$ cat config.mk
export PLATFORM = sky130hd
export DESIGN_NAME = mesh_src_fifo
export DESIGN_NICKNAME = d
export VERILOG_FILES = /design/src/rtl/mesh_src_pkg.sv /design/src/rtl/mesh_src_mem.sv /design/src/rtl/mesh_src_fifo.sv
export SDC_FILE = /design/constraint.sdc
export NUM_CORES = 1
export LEC_CHECK = 0
export CORE_MARGIN = 2
export CORE_UTILIZATION = 60
export CTS_BUF_LIST = sky130_fd_sc_hd__clkbuf_4
export DETAILED_ROUTE_END_ITERATION = 7
export PLACE_DENSITY_LB_ADDON = 0.05
export SETUP_SLACK_MARGIN = 0.05
export SLEW_MARGIN = 30
export SYNTH_ARGS = -nofsm -noshare
export SYNTH_HDL_FRONTEND = slang
export SYNTH_SLANG_ARGS = --single-unit
$ cat constraint.sdc
create_clock -name clk -period 6.4 [get_ports clk]
set_input_delay 1.28 -clock clk [delete_from_list [all_inputs] [get_ports clk]]
set_output_delay 1.28 -clock clk [all_outputs]
set_load 0.05 [all_outputs]
$ cat src/rtl/mesh_src_pkg.sv
// Shared packet field layout and border-terminal address helper for mesh_src_fifo.
package mesh_src_pkg;

  // Field positions are offsets below the packet MSB so they apply to any pkg_sz.
  localparam int unsigned NXT_MSB  = 0;
  localparam int unsigned ROW_MSB  = 8;
  localparam int unsigned COL_MSB  = 12;
  localparam int unsigned MODE_BIT = 16;
  localparam int unsigned FIELD_W  = 4;

  function automatic logic is_border_term(input logic [FIELD_W-1:0] row,
                                          input logic [FIELD_W-1:0] col,
                                          input int unsigned        rows,
                                          input int unsigned        cols);
    int unsigned r;
    int unsigned c;
    r = 32'(row);
    c = 32'(col);
    return (((r == 0) || (r == rows + 1)) && (c >= 1) && (c <= cols)) ||
           (((c == 0) || (c == cols + 1)) && (r >= 1) && (r <= rows));
  endfunction

endpackage

$ cat src/rtl/mesh_src_mem.sv
// Circular packet storage with wrapping read/write pointers and a registered
// show-ahead head register.
module mesh_src_mem
  import mesh_src_pkg::*;
#(
  parameter int unsigned DEPTH = 4,
  parameter int unsigned W     = 40
) (
  input  logic         clk,
  input  logic         reset,
  input  logic         i_wr,
  input  logic         i_rd,
  input  logic [W-1:0] i_data,
  input  logic         i_next_empty,
  output logic [W-1:0] o_head
);

  localparam int unsigned PTR_W = $clog2(DEPTH);

  logic [W-1:0]     r_mem [DEPTH];
  logic [PTR_W-1:0] r_wr_ptr;
  logic [PTR_W-1:0] r_rd_ptr;
  logic [PTR_W-1:0] w_rd_next;
  logic [W-1:0]     r_head;

  function automatic logic [PTR_W-1:0] ptr_inc(input logic [PTR_W-1:0] p);
    return (p == PTR_W'(DEPTH - 1)) ? '0 : p + 1'b1;
  endfunction

  always_comb begin
    w_rd_next = r_rd_ptr;
    if (i_rd) w_rd_next = ptr_inc(r_rd_ptr);
  end

  always_ff @(posedge clk) begin
    if (i_wr) r_mem[r_wr_ptr] <= i_data;
  end

  always_ff @(posedge clk) begin
    if (reset) begin
      r_wr_ptr <= '0;
      r_rd_ptr <= '0;
      r_head   <= '0;
    end else begin
      if (i_wr) r_wr_ptr <= ptr_inc(r_wr_ptr);
      r_rd_ptr <= w_rd_next;
      // Next head is the slot being written this cycle only when that write lands
      // at the new read pointer (empty buffer, or last entry popped alongside a push).
      if (!i_next_empty) begin
        if (i_wr && (r_wr_ptr == w_rd_next)) r_head <= i_data;
        else                                 r_head <= r_mem[w_rd_next];
      end
    end
  end

  assign o_head = r_head;

endmodule

$ cat src/rtl/mesh_src_fifo.sv
// Per-terminal mesh ingress FIFO with show-ahead pending/pop handshake, occupancy
// and saturating drop counter. Optional target check: MESH_SRC_ADDR_CHECK_EN.
module mesh_src_fifo
  import mesh_src_pkg::*;
#(
  parameter int unsigned ROWS       = 4,
  parameter int unsigned COLUMNS    = 4,
  parameter int unsigned pkg_sz     = 40,
  parameter int unsigned fifo_depth = 4
) (
  input  logic                              clk,
  input  logic                              reset,
  input  logic                              push,
  input  logic [pkg_sz-1:0]                 data_in,
  output logic                              full,
  output logic                              pndng,
  output logic [pkg_sz-1:0]                 data_out,
  input  logic                              popin,
  output logic [$clog2(fifo_depth+1)-1:0]   count,
  output logic [15:0]                       drop_cnt
);

  localparam int unsigned CW = $clog2(fifo_depth + 1);

  logic          r_pndng;
  logic          r_full;
  logic [CW-1:0] r_count;
  logic [15:0]   r_drop_cnt;

  logic          w_pop;
  logic          w_addr_ok;
  logic          w_push_ok;
  logic          w_drop;
  logic [CW-1:0] w_count_next;

`ifdef MESH_SRC_ADDR_CHECK_EN
  assign w_addr_ok = is_border_term(data_in[pkg_sz-1-ROW_MSB -: FIELD_W],
                                    data_in[pkg_sz-1-COL_MSB -: FIELD_W],
                                    ROWS, COLUMNS);
`else
  assign w_addr_ok = 1'b1;
`endif

  assign w_pop     = popin & r_pndng;
  assign w_push_ok = push & (~r_full | w_pop) & w_addr_ok;
  assign w_drop    = push & ~w_push_ok;

  always_comb begin
    w_count_next = r_count;
    unique case ({w_push_ok, w_pop})
      2'b10:   w_count_next = r_count + 1'b1;
      2'b01:   w_count_next = r_count - 1'b1;
      default: w_count_next = r_count;
    endcase
  end

  always_ff @(posedge clk) begin
    if (reset) begin
      r_count    <= '0;
      r_pndng    <= 1'b0;
      r_full     <= 1'b0;
      r_drop_cnt <= '0;
    end else begin
      r_count <= w_count_next;
      r_pndng <= (w_count_next != '0);
      r_full  <= (w_count_next == CW'(fifo_depth));
      if (w_drop && (r_drop_cnt != '1)) r_drop_cnt <= r_drop_cnt + 1'b1;
    end
  end

  mesh_src_mem #(
    .DEPTH (fifo_depth),
    .W     (pkg_sz)
  ) u_mem (
    .clk          (clk),
    .reset        (reset),
    .i_wr         (w_push_ok),
    .i_rd         (w_pop),
    .i_data       (data_in),
    .i_next_empty (w_count_next == '0),
    .o_head       (data_out)
  );

  assign full     = r_full;
  assign pndng    = r_pndng;
  assign count    = r_count;
  assign drop_cnt = r_drop_cnt;

endmodule

==> results.md <==
* Run status: complete, no violations
* Port buffer count at 104
* Yosys Warn Count at 0
* Yosys top cell area share at 0.551
* Final GP Congestion at a little over 0.7
* Synthesis-to-layout area growth at 22.7%
* Worst EP required at just under 7 ns
* WP data arrival at roughly 4.5 ns
* Ys async rst share at 0
* Inserted Clock Buffers at 55
* Top Usage Layer GRT: met2
* Die area at 15500 sq um
* Final setup violation count at 0
* Grt total ovfl at 0
* Seq cells post-synth at 225
* Clock sinks at 225
* Worst VDD drop at ~0.25 mV
* Final worst-path setup slack at between 2 and 2.5 ns
* Critical path class: in2reg
* Drt wl/cell at just over 20 microns
* Via count at about 5.0k
* Commonest cells in the netlist: edfxtp_1 (160), dfxtp_1 (65), mux2i_1 (42), mux4_2 (40), o2bb2ai_1 (40)
* Met3 Track Usage GR at 0.0477
* Slowest CP cell: o21bai_4
* FF-to-FF Start: pndng
* Hold crit path type: reg2reg
* First-pass GRT wire length at 28900 microns
* Vias in the first global route at about 5.6k
* Die Ht at 125 microns
* Initial antenna violation count at 1
* WL final at 17500 microns
* CP bufs+invs at 3
* Min cycle time layout at around 4 ns
* GR met2 Demand/Resource at 0.396
* Top-count cell post-synth: edfxtp_1
* CTS tree: built
* Pre-CTS WS at approximately 1.8 ns
* RSZ-0062 raised after global routing: no
* Distinct cell type count after synthesis at 39
* Max Root-Sink Buffers at 3
* Post-CTS setup buffer count at 0
* Synth area leaders: edfxtp_1 (55%), dfxtp_1 (15%), mux4_2 (10%)
* Vias per std cell at about 5.8
* Clk root buf: clkbuf_4
* Crit path cell chain: clkdlybuf4s50_1 -> a21boi_1 -> nor2b_1 -> inv_2 -> ha_1 -> fa_1 -> xnor2_1 -> nor2_1 -> xor2_1 -> o21bai_4 -> buf_16 -> o2bb2ai_1
* Post-DP HPWL at 10200 microns
* Final nets at 690
* Crit start category: input pin
* P_leak at 3.68 nW
* Worst Tran Pin Value at about 0.94 ns
* Cells after Synth at about 490
* Seq/Total Area, Yosys at 0.700
* CORE AREA at 14400 sq um
* Top Ports at approximately 110
* Initial core utilization at 0.607
* MaxCap Viol Count at 0
* # resized after CTS at 0
* Synthesized area per cell at around 18 sq um
* Setup TNS at 0 ns
* Syn nets at 545
* Row cnt at between 40 and 50
* Slowest Stage Delay on Critical Path at between 0.5 and 0.6 ns
* Power density over the cells at approximately 420 nW/um^2
* Worst Setup End Kind: flop
* Fmax at between 0.2 and 0.25 GHz
* Clock Skew at 0.0312 ns
* Final Max Tran Viols at 0
* Total iterations of the first detailed-routing run at 6
* Hold Buf Count CTS at 0
* Number of enable flip-flop cells after synthesis at 160
* DRC viols at 0
* Cell Count, Final, Fillers Out at around 870
* Share of layout cells above drive strength 1 at 0.215
* Mapped Area at ~8700 sq um
* H-Tree Depth at 2
* Largest net degree at the start of global routing at between 40 and 50
* Max_slew headroom at 0.372
* CP max FO at 21
* GR Layer Usage met1 at 0.306
* Hold Worst Slack at ~0.47 ns
* Final Hold Viols at 0
* Delay-heaviest family, CP: buffers and inverters
* Hold Crit Start: u_mem.o_head[27]
* Final core utilization at 0.744
* Antenna Nets Post-Route at 0
* CP Launch Point: popin
* Global Route Usage Sum at 0.236
* Predominant post-synthesis flop cell: edfxtp_1
* Fin crit share at 0.629
* Clk Latency, worst-skew pair at 0.65 ns
* 1st-iter DRT viols at around 260
* Die width at 125 microns
* Post-synth top area cell: edfxtp_1
* Clk slew on worst S/H paths at approximately 0.07 ns
* Cells after DPL at approximately 770
report_power, final:
group | internal (W) | switching, W | leakage, nW
clock | 0.000628 | 0.000550 | 0.428
sequential | 0.00175 | 0.000109 | 2.00
combinational | 0.000539 | 0.000866 | 1.25
total | 0.00292 | 0.00153 | 3.68
flip-flops by register name, summed over array words and instances, names as in the netlist:
register / cells
u_mem.o_head: 40
u_mem.r_wr_ptr: 2
count: 3
drop_cnt: 16
u_mem.r_rd_ptr: 2
pndng: 1
u_mem.r_mem: 160
full: 1
layer usage:
layer,up-vias,wire (microns),share of wire
met3,34,737,0.042
met2,153,8910,0.51
li1,2305,-,-
met1,2508,7530,0.43
met4,0,369,0.021
met5,-,0,0
layout by cell type, fill, tap and decap left out, types with 2 or more instances in the layout:
master	count
a21boi_1	2
mux2i_1	42
mux4_2	40
buf_4	9
and3_1	2
clkdlybuf4s50_1	104
inv_1	7
a211oi_1	5
dfxtp_1	65
nor4_1	3
xor2_1	2
nor3_1	5
edfxtp_1	160
ha_1	7
clkbuf_4	82
and4_1	4
nor2_1	22
inv_2	2
nand4_1	2
nand2_1	8
xnor2_1	15
nand3_1	5
o21ai_1	2
o2bb2ai_1	40
clkinv_1	18
and2_2	4
nor2_4	2
a21oi_1	7
final timing paths:
kind                      end  slack [ns]  cells after the start
min reg2reg  u_mem.o_head[27]        0.47                      1
max reg2reg  u_mem.o_head[25]        3.12                     11
max          u_mem.o_head[25]        2.38                     12
min          u_mem.o_head[27]        0.47                      1
area by class of cell:
class,instances,area (sq um)
flip-flops and latches,225,6110
fillers,919,3670
multi-input cells,234,2470
repair buffers,114,1140
clock buffers,82,616
well taps,184,230
clock inverters,21,106
inverters,8,30.0
diodes,1,2.50
logic make-up after synthesis:
| kind of cell | Yosys count | synth area share |
|---|---|---|
| adders and majority gates | 8 | 0.0123 |
| AOI/OAI and AO/OA | 61 | 0.0581 |
| and+or+nand+nor | 66 | 0.0400 |
| muxes | 82 | 0.152 |
| xor gates and xnor gates | 17 | 0.0171 |
| DFF | 225 | 0.700 |
| buffers and inverters | 34 | 0.0204 |
per-stage QoR:
stage | area (sq um) | power, W
2_1_floorplan | 8720 | 0.00284
3_3_place_gp | 9940 | 0.00326
3_5_place_dp | 9970 | 0.00331
4_1_cts | 10700 | 0.00450
5_1_grt | 10700 | 0.00466
6_report | 10700 | 0.00445
No activity file was read; power rests on OpenSTA's default activity.
